### src/rtl/performance_counters.sv
`default_nettype none
// ============================================================================
// Module      : performance_counters
// Description : Two free-running 64-bit event counters with per-counter event
//               select, synchronous clear and optional sticky wrap flags
//               (enabled by defining PERF_OVERFLOW_IRQ_EN).
// Revision    : 1.0 - initial release
// ============================================================================
module performance_counters #(
    parameter int NUM_EVENTS      = 8,
    parameter int EVENT_IDX_WIDTH = (NUM_EVENTS > 1) ? $clog2(NUM_EVENTS) : 1
) (
    input  logic                       clk,
    input  logic                       reset_n,
    input  logic [NUM_EVENTS-1:0]      perf_events,
    input  logic [EVENT_IDX_WIDTH-1:0] cr_perf_event_select0,
    input  logic [EVENT_IDX_WIDTH-1:0] cr_perf_event_select1,
    input  logic [1:0]                 perf_clear,
    output logic [63:0]                perf_event_count0,
    output logic [63:0]                perf_event_count1,
    output logic [1:0]                 perf_overflow_irq
);

    localparam int c_SEL_SPAN = 1 << EVENT_IDX_WIDTH;

    logic [NUM_EVENTS-1:0]      r_event_q;
    logic [EVENT_IDX_WIDTH-1:0] r_sel_q [2];
    logic [63:0]                r_count0;
    logic [63:0]                r_count1;

    logic [EVENT_IDX_WIDTH-1:0] w_sel_in [2];
    logic [63:0]                w_count [2];
    logic [63:0]                w_count_nxt [2];
    logic [c_SEL_SPAN-1:0]      w_event_span;
    logic [1:0]                 w_sel_chg;
    logic [1:0]                 w_hit;

    assign w_sel_in[0] = cr_perf_event_select0;
    assign w_sel_in[1] = cr_perf_event_select1;
    assign w_count[0]  = r_count0;
    assign w_count[1]  = r_count1;

    // Out-of-range selects land on zero padding, so they never count.
    generate
        if (c_SEL_SPAN > NUM_EVENTS) begin : g_pad
            assign w_event_span = {{(c_SEL_SPAN-NUM_EVENTS){1'b0}}, r_event_q};
        end else begin : g_nopad
            assign w_event_span = r_event_q;
        end
    endgenerate

    generate
        for (genvar n = 0; n < 2; n++) begin : g_ctr
            assign w_sel_chg[n]   = (w_sel_in[n] != r_sel_q[n]);
            assign w_hit[n]       = w_event_span[r_sel_q[n]];
            // Select change outranks clear, clear outranks increment.
            assign w_count_nxt[n] = (w_sel_chg[n] || perf_clear[n]) ? 64'd0 :
                                    w_hit[n] ? (w_count[n] + 64'd1) : w_count[n];
        end
    endgenerate

    always_ff @(posedge clk or negedge reset_n) begin
        if (!reset_n) begin
            r_event_q  <= '0;
            r_sel_q[0] <= '0;
            r_sel_q[1] <= '0;
            r_count0   <= 64'd0;
            r_count1   <= 64'd0;
        end else begin
            r_event_q  <= perf_events;
            r_sel_q[0] <= w_sel_in[0];
            r_sel_q[1] <= w_sel_in[1];
            r_count0   <= w_count_nxt[0];
            r_count1   <= w_count_nxt[1];
        end
    end

    assign perf_event_count0 = r_count0;
    assign perf_event_count1 = r_count1;

`ifdef PERF_OVERFLOW_IRQ_EN
    logic [1:0] r_irq;
    logic [1:0] w_wrap;

    assign w_wrap = {&r_count1, &r_count0};

    always_ff @(posedge clk or negedge reset_n) begin
        if (!reset_n) begin
            r_irq <= 2'b00;
        end else begin
            for (int n = 0; n < 2; n++) begin
                if (w_sel_chg[n] || perf_clear[n]) begin
                    r_irq[n] <= 1'b0;
                end else if (w_hit[n] && w_wrap[n]) begin
                    r_irq[n] <= 1'b1;
                end
            end
        end
    end

    assign perf_overflow_irq = r_irq;
`else
    assign perf_overflow_irq = 2'b00;
`endif

endmodule
`default_nettype wire
### config.mk
export PLATFORM = sky130hd
export DESIGN_NAME = performance_counters
export DESIGN_NICKNAME = d
export VERILOG_FILES = /design/src/rtl/performance_counters.sv
export SDC_FILE = /design/constraint.sdc
export NUM_CORES = 1
export LEC_CHECK = 0
export ABC_AREA = 1
export ABC_CLOCK_PERIOD_IN_PS = 2700
export CORE_UTILIZATION = 53
export CTS_CLUSTER_SIZE = 20
export DETAILED_ROUTE_END_ITERATION = 8
export PLACE_DENSITY_LB_ADDON = 0.05
export SYNTH_ARGS = -nofsm -noshare
export SYNTH_HDL_FRONTEND = slang
export SYNTH_SLANG_ARGS = --single-unit
### constraint.sdc
create_clock -name clk -period 2.7 [get_ports clk]
set_input_delay 0.54 -clock clk [delete_from_list [all_inputs] [get_ports clk]]
set_output_delay 0.54 -clock clk [all_outputs]
set_load 0.01 [all_outputs]
==> results by group, run 1 <==
Outcome
  – Run status: finished, final reports clean

Setup path
  – WP data arrival: about 2500 ps
  – Worst-path fanout max: 6
  – R2R depth: 10
  – Critical path buffers and inverters: 0
  – R2R Setup Slk: roughly 530 ps
  – CP max stage delay: 420 ps
  – Crit. End Element: register
  – CP required: 3010 ps
  – FF-to-FF Start: perf_event_count1[1]
  – Critical R2R Capture: perf_event_count1[54]
  – Cell family with most CP delay: simple AND/OR/NAND/NOR gates
  – CP max stage cell: dfrtp_1
  – Critical Path Source Type: register
  – Worst-path cell chain: ha_1 -> nand3_1 -> nor2_2 -> nand2_1 -> nor2_2 -> nand2_1 -> nor2_2 -> nand3_1 -> nand2_1 -> nor2_1
  – Crit Path Category: reg -> reg

Floorplan
  – Die W: around 130 microns
  – # rows: 47
  – Die Ht: ~130 microns
  – Io pins: 148
  – Starting density of the core: 0.544
  – Total die area: 0.0176 sq mm
  – Core area: between 0.015 and 0.02 sq mm

Finish
  – Non-Filler Instances: 1,808
  – Nets: 1,597
  – Area grow syn2layout: 25.0%
  – Ant diodes: 0
  – Layout cells sized above 1: 0.0409
  – Finished Core Util: 0.680

STA
  – Final setup vio count: 0
  – Minimum clock period: 2170 ps
  – Final Max Tran Viols: 0
  – Fin. Hold Viols: 0
  – Worst Slack Setup Final: 526 ps
  – Clk_skew: around 7.3 ps
  – Worst-Margin Slew: 685 ps
  – Setup TNS: 0 ps
  – Relative slew slack: 0.542
  – Fmax: 0.460 GHz
  – Part of the cycle the worst path needs: 0.805
  – RSZ-0062 raised after global routing: false

Drt
  – DR iter-0 viols: 813
  – Via count: between 9,000 and 10,000
  – Vias per cell: roughly 5.4
  – Post-route ant nets: 0
  – DRT Wirelength: 27,700 microns
  – Avg WL per Cell: around 15 microns
  – Pre-antenna DRT Iters: 6
  – Post-route DRC: 0

Clock tree
  – Clock-pin transition on the worst setup and hold timing paths: 60 ps
  – Bufs on Longest Clock Path: 2
  – Total CTS buffers: 17
  – CTS tree: done
  – Clk sink count: 142
  – Post-CTS setup buffer count: 0
  – Clock root cell: clkbuf_16
  – H-tree depth: 4
  – Post-CTS Resized: 0
  – Clk_lat worst skew: 430 ps
  – CTS Hold Bufs: 0

Power
  – Switching pwr: 1.12 mW
  – Seq pwr share: 0.458
  – Switching share of total power: 0.239
  – Internal power: 3.57 mW
  – Gate power share: 0.058
  – VDD IR max: 0.000463 V
  – Leak: 4.30 nW
  – Pwr dens: 414 mW/mm^2
  – Clk pwr share: 0.484

Synth
  – Mapped Cells: 1,430
  – Register bit count reported by yosys: 142
  – Syn. warnings: 0
  – Post-synthesis average cell area: 6.33 sq um
  – Netlist cell types: 35
  – Seq/Total Area, Yosys: 0.393
  – Post-Syn Area: 0.00905 sq mm

Placed design
  – Placer congestion estimate: 0.954
  – HPWL after detailed placement: 20,700 microns
  – Number of cells after detailed placement: roughly 1,800
  – Port bufs: 145
  – Setup WS pre-CTS: between 200 and 300 ps

Global route
  – GRT Util Overall: 0.326
  – Vias in the first global route: 9,166
  – Initial antenna violation count: 0
  – First-pass GRT wire length: 45,300 microns
  – GR Overflow Total: 0
  – Largest net degree at the start of global routing: 65

Run
  – Max Cap Viol: 0

Worst hold path
  – Hold Crit Class: in -> async
==> state kept, by name (all words and copies together), names as in the netlist <==
signal and count:
r_sel_q 6, perf_event_count0 64, r_event_q 8, perf_event_count1 64
==> cell type report <==
| type | count | area, sq um |
|---|---|---|
| well taps | 220 | 275 |
| inverters | 156 | 586 |
| clock buffers | 25 | 495 |
| fillers | 1567 | 5330 |
| multi-input cells | 1106 | 4780 |
| flip-flops and latches | 142 | 3550 |
| repair buffers | 154 | 1570 |
| clock inverters | 5 | 57.6 |
==> per-layer routing <==
metal | track usage | wire [microns]
met5 | 0 | 0
met4 | 0.132 | 861
met3 | 0.0464 | 1710
met2 | 0.553 | 13400
met1 | 0.418 | 11800
==> placed cells by master, fill, tap and decap left out, types with 2 or more instances in the layout <==
master           instances
buf_4                    5
inv_2                    2
xor2_1                   3
a21oi_1                 52
clkbuf_1                 4
clkdlybuf4s50_1        144
nor2_1                 329
nand3b_1                 5
nand2_2                  4
nor2_2                  16
and2_1                   6
o21bai_1                 3
dfrtp_1                142
clkbuf_16               17
buf_12                   4
inv_1                  154
clkbuf_8                 4
o21ai_0                 46
nor2_4                   3
nor3_1                  19
nor3b_1                  5
nand3_1                107
clkinvlp_4               3
conb_1                   2
xnor2_1                  2
nand2_1                444
a31oi_1                  2
nand4_1                 47
nor3_2                   2
ha_1                     2
==> power groups by stage <==
stage	logic (mW)	registers [mW]	clock network, mW
after floorplan	0.147	2.19	0
after global placement	0.263	2.19	0
after detailed placement	0.271	2.19	0
after CTS	0.271	2.15	2.28
after global routing	0.300	2.15	2.37
final	0.270	2.15	2.27
==> kinds of logic after synthesis <==
| kind of cell | after synthesis | synth area share |
|---|---|---|
| flops | 142 | 0.393 |
| buf+inv | 183 | 0.0805 |
| other cells | 1 | 0.000414 |
| fa+ha+maj | 2 | 0.00277 |
| compound gates | 105 | 0.0597 |
| xor+xnor | 5 | 0.00484 |
| simple gates | 992 | 0.459 |
==> worst max-delay path by stage <==
stage / slack (ps) / to / depth (start not counted) / startpoint
2_1_floorplan: 980 / perf_event_count1[62] / 10 / perf_event_count1[1]
3_3_place_gp: 360 / perf_event_count0[0] / 8 / cr_perf_event_select0[0]
6_report: 530 / perf_event_count1[54] / 10 / perf_event_count1[1]
4_1_cts: 550 / perf_event_count1[54] / 10 / perf_event_count1[1]
3_5_place_dp: 260 / perf_event_count0[0] / 8 / cr_perf_event_select0[0]
5_1_grt: 300 / perf_event_count0[0] / 9 / r_sel_q[3]
==> through the flow <==
step | total power [mW] | hold WS (ps) | instance area [sq um]
2_1_floorplan | 2.33 | 244 | 9050
3_3_place_gp | 2.45 | 450 | 10800
3_5_place_dp | 2.46 | 452 | 10800
4_1_cts | 4.70 | 7.13 | 11300
5_1_grt | 4.82 | 14.2 | 11300
6_report | 4.69 | 1.27 | 11300
==> worst register-to-register path: cells and delay by family, from the launching register on <==
family	cells	cell delay, ps
adder cells (fa/ha/maj)	1	220
flip-flops	1	420
AND/OR/NAND/NOR	9	1420
==> cells in the mapped netlist (all sizes together) <==
| cell | instances | area share |
|---|---|---|
| or2 | 2 | 0.0014 |
| nor2 | 348 | 0.15 |
| nor4 | 1 | 0.00069 |
| conb | 1 | 0.00041 |
| clkbuf | 6 | 0.0026 |
| dfrtp | 142 | 0.39 |
| a21boi | 1 | 0.00083 |
| nor3 | 22 | 0.014 |
| nor2b | 1 | 0.00069 |
| xnor2 | 2 | 0.0019 |
| nand4 | 47 | 0.032 |
| o21ai | 46 | 0.025 |
| nand3b | 5 | 0.0041 |
| o31ai | 1 | 0.00083 |
| nand3 | 107 | 0.059 |
| buf | 21 | 0.013 |
| ha | 2 | 0.0028 |
| a21oi | 52 | 0.029 |
| nand2 | 448 | 0.19 |
| a31oi | 2 | 0.0014 |
| nor3b | 5 | 0.0041 |
| xor2 | 3 | 0.0029 |
| o21bai | 3 | 0.0025 |
| inv | 156 | 0.065 |
| and2 | 6 | 0.0041 |
No activity file was read; power rests on OpenSTA's default activity.
==> inputs of run 2 (changes only) <==
--- a/config.mk
+++ b/config.mk
@@ -6,7 +6,7 @@
 export NUM_CORES = 1
 export LEC_CHECK = 0
 export ABC_AREA = 1
-export ABC_CLOCK_PERIOD_IN_PS = 2700
+export ABC_CLOCK_PERIOD_IN_PS = 2100
 export CORE_UTILIZATION = 53
 export CTS_CLUSTER_SIZE = 20
 export DETAILED_ROUTE_END_ITERATION = 8
==> constraint.sdc (replaced) <==
create_clock -name clk -period 2.1 [get_ports clk]
set_input_delay 0.42 -clock clk [delete_from_list [all_inputs] [get_ports clk]]
set_output_delay 0.42 -clock clk [all_outputs]
set_load 0.01 [all_outputs]
==> results by group, run 2 (synthesized netlist as in run 1, its figures left out) <==
Outcome
  – Run status: finished, final reports clean

STA
  – Part of the cycle the worst path needs: 0.958
  – Final setup vio count: 0
  – Clk_skew: 9.58 ps
  – Final Max Tran Viols: 0
  – Fmax: ~0.50 GHz
  – RSZ-0062 raised after global routing: true
  – Fin. Hold Viols: 0
  – Minimum clock period: 2010 ps
  – Worst Slack Setup Final: 88.0 ps

Floorplan
  – Starting density of the core: 0.544
  – Io pins: about 150
  – Core area: 0.0166 sq mm
  – Die W: 133 microns
  – Die Ht: 133 microns
  – Total die area: between 0.015 and 0.02 sq mm
  – # rows: 47

Setup path
  – Critical R2R Capture: perf_event_count1[52]
  – WP data arrival: roughly 1600 ps
  – CP max stage cell: clkdlybuf4s50_1
  – R2R depth: 9
  – Critical Path Source Type: register
  – FF-to-FF Start: r_sel_q[0]
  – Crit Path Category: reg -> out
  – R2R Setup Slk: 150 ps
  – Worst-path fanout max: 7
  – Crit. End Element: primary output
  – Worst-path cell chain: clkdlybuf4s50_1
  – CP max stage delay: between 600 and 700 ps
  – Cell count along the critical path: 1
  – Critical path buffers and inverters: 1
  – CP required: around 1700 ps
  – Cell family with most CP delay: buffers and inverters

Global route
  – GR Overflow Total: 0
  – Initial antenna violation count: 0
  – M3 GR Usage: 0.0425
  – GR Util met2: 0.560
  – GR Util met1: 0.421
  – GRT Util Overall: 0.329
  – First-pass GRT wire length: approximately 46,000 microns
  – Vias in the first global route: 9,446
  – Largest net degree at the start of global routing: 52
  – GR peak layer: met2

Clock tree
  – Clock-pin transition on the worst setup and hold timing paths: 60 ps
  – Clk_lat worst skew: 430 ps
  – Clk sink count: around 140
  – Post-CTS setup buffer count: 0
  – H-tree depth: 4
  – Clock root cell: clkbuf_16
  – Bufs on Longest Clock Path: 2
  – Total CTS buffers: 17
  – CTS tree: done

Finish
  – Fill cells: 1,473
  – Area grow syn2layout: 28.1%
  – Nets: 1,623
  – Ant diodes: 0
  – Layout cells sized above 1: 0.0650
  – Finished Core Util: 0.696
  – Commonest non-fill, non-tap cell in the layout: nand2_1
  – Most frequent cells in the layout: nand2_1 (444), nor2_1 (320), inv_1 (154)
  – Final Cell Area: 0.0116 sq mm

Placed design
  – Setup WS pre-CTS: -9.40 ps
  – Placer congestion estimate: 0.977
  – Port bufs: about 150
  – Area after DPL: 0.0110 sq mm
  – HPWL after detailed placement: 21,200 microns

Drt
  – Avg WL per Cell: between 15 and 20 microns
  – Vias per cell: 5.43
  – Post-route DRC: 0
  – DRT Wirelength: 28,300 microns
  – Post-route ant nets: 0
  – Via count: 9,976
  – DR iter-0 viols: 833
  – Pre-antenna DRT Iters: 5

Power
  – Leak: 4.46 nW
  – Pwr dens: 533 mW/mm^2
  – Total Power: a little over 6 mW
  – VDD IR max: 0.000598 V

Run
  – Max Cap Viol: 0

Worst hold path
  – Endpoint, Worst Hold: r_event_q[6]
  – Worst Hold Path Cells: 1
  – Hold Crit Class: in -> reg
  – Hold wc startpoint: perf_events[6]
run 2: final cells by class:
class,count,area [sq um],area share
tap,220,275,0.0238
clock inverter,14,140,0.0121
clock buffer,18,439,0.0379
inverter,156,586,0.0505
sequential,142,3550,0.307
timing repair buffer,180,1780,0.154
multi-input combinational,1106,4810,0.415
run 2: routing by layer:
| layer | share of wire | wire (microns) |
|---|---|---|
| met1 | 0.43 | 12200 |
| met2 | 0.48 | 13600 |
| met3 | 0.054 | 1540 |
| met4 | 0.032 | 897 |
| met5 | 0 | 0 |
run 2: report_power, final:
part           total (mW)  switching [mW]  internal [mW]  leakage [nW]
sequential           2.76          0.0119           2.75          1.95
clock                3.04            1.26           1.78         0.286
combinational       0.375           0.260          0.115          2.23
run 2: worst max-delay path by stage:
stage                                   startpoint                     to  slack (ps)
after global routing          perf_event_count0[0]  perf_event_count0[60]         -20
after floorplan               perf_event_count1[1]  perf_event_count1[62]         380
final                        perf_event_count1[43]  perf_event_count1[43]          90
after detailed placement  cr_perf_event_select1[1]  perf_event_count1[52]          -9
after CTS                     perf_event_count0[0]  perf_event_count0[40]          90
after global placement    cr_perf_event_select1[1]  perf_event_count1[60]          50
run 2: timing repair:
item | CTS | global route
endpoints found under the hold margin | 46 | 0
hold buffers | 1 | 0
setup endpoints to repair | 0 | 21
resized for setup | 0 | 12
run 2: stage by stage:
step / instances / setup TNS, ps / hold slack (ps)
after detailed placement: 1803 / -9.40 / 407
after floorplan: 1431 / 0 / 124
final: 1836 / 0 / 425
after CTS: 1836 / 0 / 418
after global routing: 1836 / -22.5 / 421
after global placement: 1803 / 0 / 410
==> inputs of run 3 (changes only) <==
--- a/config.mk
+++ b/config.mk
@@ -11,6 +11,7 @@
 export CTS_CLUSTER_SIZE = 20
 export DETAILED_ROUTE_END_ITERATION = 8
 export PLACE_DENSITY_LB_ADDON = 0.05
+export SETUP_SLACK_MARGIN = 0.02
 export SYNTH_ARGS = -nofsm -noshare
 export SYNTH_HDL_FRONTEND = slang
 export SYNTH_SLANG_ARGS = --single-unit
==> results by group, run 3 (synthesized netlist as in run 1, its figures left out) <==
Outcome
  – Run status: finished, final reports clean

STA
  – Final setup vio count: 0
  – Part of the cycle the worst path needs: 0.956
  – Minimum clock period: roughly 2000 ps
  – Final Max Tran Viols: 0
  – Worst Slack Setup Final: 92.3 ps
  – Fmax: 0.498 GHz
  – RSZ-0062 raised after global routing: true
  – Relative slew slack: 0.662
  – Clk_skew: 8.18 ps
  – Fin. Hold Viols: 0
  – Worst-Margin Slew: 507 ps

Setup path
  – Critical Path Sink: perf_event_count1[43]
  – FF-to-FF Start: r_sel_q[0]
  – Worst-path fanout max: 7
  – Critical Path Source Type: register
  – CP max stage cell: clkdlybuf4s50_1
  – CP startpoint: perf_event_count1[43]
  – Cell family with most CP delay: buffers and inverters
  – Critical R2R Capture: perf_event_count1[52]
  – R2R Setup Slk: ~170 ps
  – CP max stage delay: around 600 ps
  – Cell count along the critical path: 1
  – Crit Path Category: reg -> out
  – Worst-path cell chain: clkdlybuf4s50_1
  – WP data arrival: 1590 ps
  – CP required: 1680 ps
  – R2R depth: 9
  – Crit. End Element: primary output
  – Critical path buffers and inverters: 1

Drt
  – DRT Wirelength: 28,300 microns
  – DR iter-0 viols: 743
  – Pre-antenna DRT Iters: 6
  – Post-route DRC: 0
  – Vias per cell: between 5 and 6
  – Post-route ant nets: 0
  – Via count: about 10,000
  – Avg WL per Cell: 15.4 microns

Finish
  – Ant diodes: 0
  – Multi-input gate area: 0.00484 sq mm
  – Non-Filler Instances: 1,838
  – Layout cells sized above 1: 0.0680
  – Storage element area: 0.00355 sq mm
  – Finished Core Util: 0.699
  – Nets: 1,625
  – Most frequent cells in the layout: nand2_1 (444), nor2_1 (320), inv_1 (154)
  – Area grow syn2layout: 28.5%
  – Final Cell Area: 0.0116 sq mm
  – Fill cells: 1,465
  – Commonest non-fill, non-tap cell in the layout: nand2_1

Power
  – VDD IR max: between 0.0005 and 0.0006 V
  – Leak: 4.48 nW
  – Pwr dens: 532 mW/mm^2

Floorplan
  – Total die area: 0.0176 sq mm
  – Die W: 133 microns
  – Io pins: 148
  – Core area: 0.0166 sq mm
  – Starting density of the core: 0.544
  – Die Ht: around 130 microns
  – # rows: 47

Clock tree
  – Clock-pin transition on the worst setup and hold timing paths: roughly 60 ps
  – H-tree depth: 4
  – Clk sink count: 142
  – Clock root cell: clkbuf_16
  – Clk_lat worst skew: 430 ps
  – CTS tree: done
  – Total CTS buffers: 17
  – Bufs on Longest Clock Path: 2

Global route
  – First-pass GRT wire length: ~46,000 microns
  – Largest net degree at the start of global routing: 52
  – GR Overflow Total: 0
  – Initial antenna violation count: 0
  – Vias in the first global route: roughly 9,400
  – GRT Util Overall: 0.329

Placed design
  – Placer congestion estimate: approximately 0.98
  – Number of cells after detailed placement: between 1,500 and 2,000
  – Area after DPL: 0.0110 sq mm
  – Setup WS pre-CTS: -9.40 ps
  – Port bufs: approximately 150
  – HPWL after detailed placement: 21,200 microns

Worst hold path
  – Hold wc startpoint: perf_events[7]
  – Hold Crit Class: in -> reg

Run
  – Max Cap Viol: 0
-- run 3: cell count changes in the layout (fill, tap and decap cells not counted), sizes merged --
cell	delta
buf	+2
-- run 3: layout make-up --
| type | instances | area share |
|---|---|---|
| Clock buffer | 18 | 0.0378 |
| Clock inverter | 14 | 0.0121 |
| Inverter | 156 | 0.0504 |
| Multi-Input combinational cell | 1106 | 0.416 |
| Sequential cell | 142 | 0.306 |
| Tap cell | 220 | 0.0237 |
| Timing Repair Buffer | 182 | 0.154 |
-- run 3: how the worst min path moves through the flow --
stage / slack (ps) / depth (start not counted) / endpoint
6_report: 420 / 1 / r_event_q[7]
5_1_grt: 420 / 1 / r_event_q[7]
4_1_cts: 420 / 1 / r_event_q[6]
3_5_place_dp: 410 / 1 / r_sel_q[0]
3_3_place_gp: 410 / 1 / r_sel_q[2]
2_1_floorplan: 120 / 0 / perf_event_count0[0]
-- run 3: per-stage QoR --
| stage | total power, mW | hold WS, ps | TNS [ps] |
|---|---|---|---|
| 2_1_floorplan | 3.00 | 124 | 0 |
| 3_3_place_gp | 3.17 | 410 | 0 |
| 3_5_place_dp | 3.18 | 407 | -9.40 |
| 4_1_cts | 6.19 | 418 | 0 |
| 5_1_grt | 6.34 | 421 | -15.3 |
| 6_report | 6.18 | 423 | 0 |
-- run 3: repair_timing --
action	in CTS	in global routing
hold endpoints to repair	46	0
setup buffers	0	2
setup endpoints to repair	0	29
hold buffers	1	0
resized for setup	0	18
-- run 3: metal layers --
layer  track usage  vias to the layer above  part of all wire
met1         0.421                     4644              0.43
met3        0.0425                       75             0.058
met5             0                        -                 0
li1              -                     4869                 -
met4         0.143                        0             0.034
met2         0.560                      405              0.48
-- run 3: power breakdown --
part / internal [mW] / switching, mW
logic: 0.115 / 0.261
clock network: 1.78 / 1.26
registers: 2.75 / 0.0118
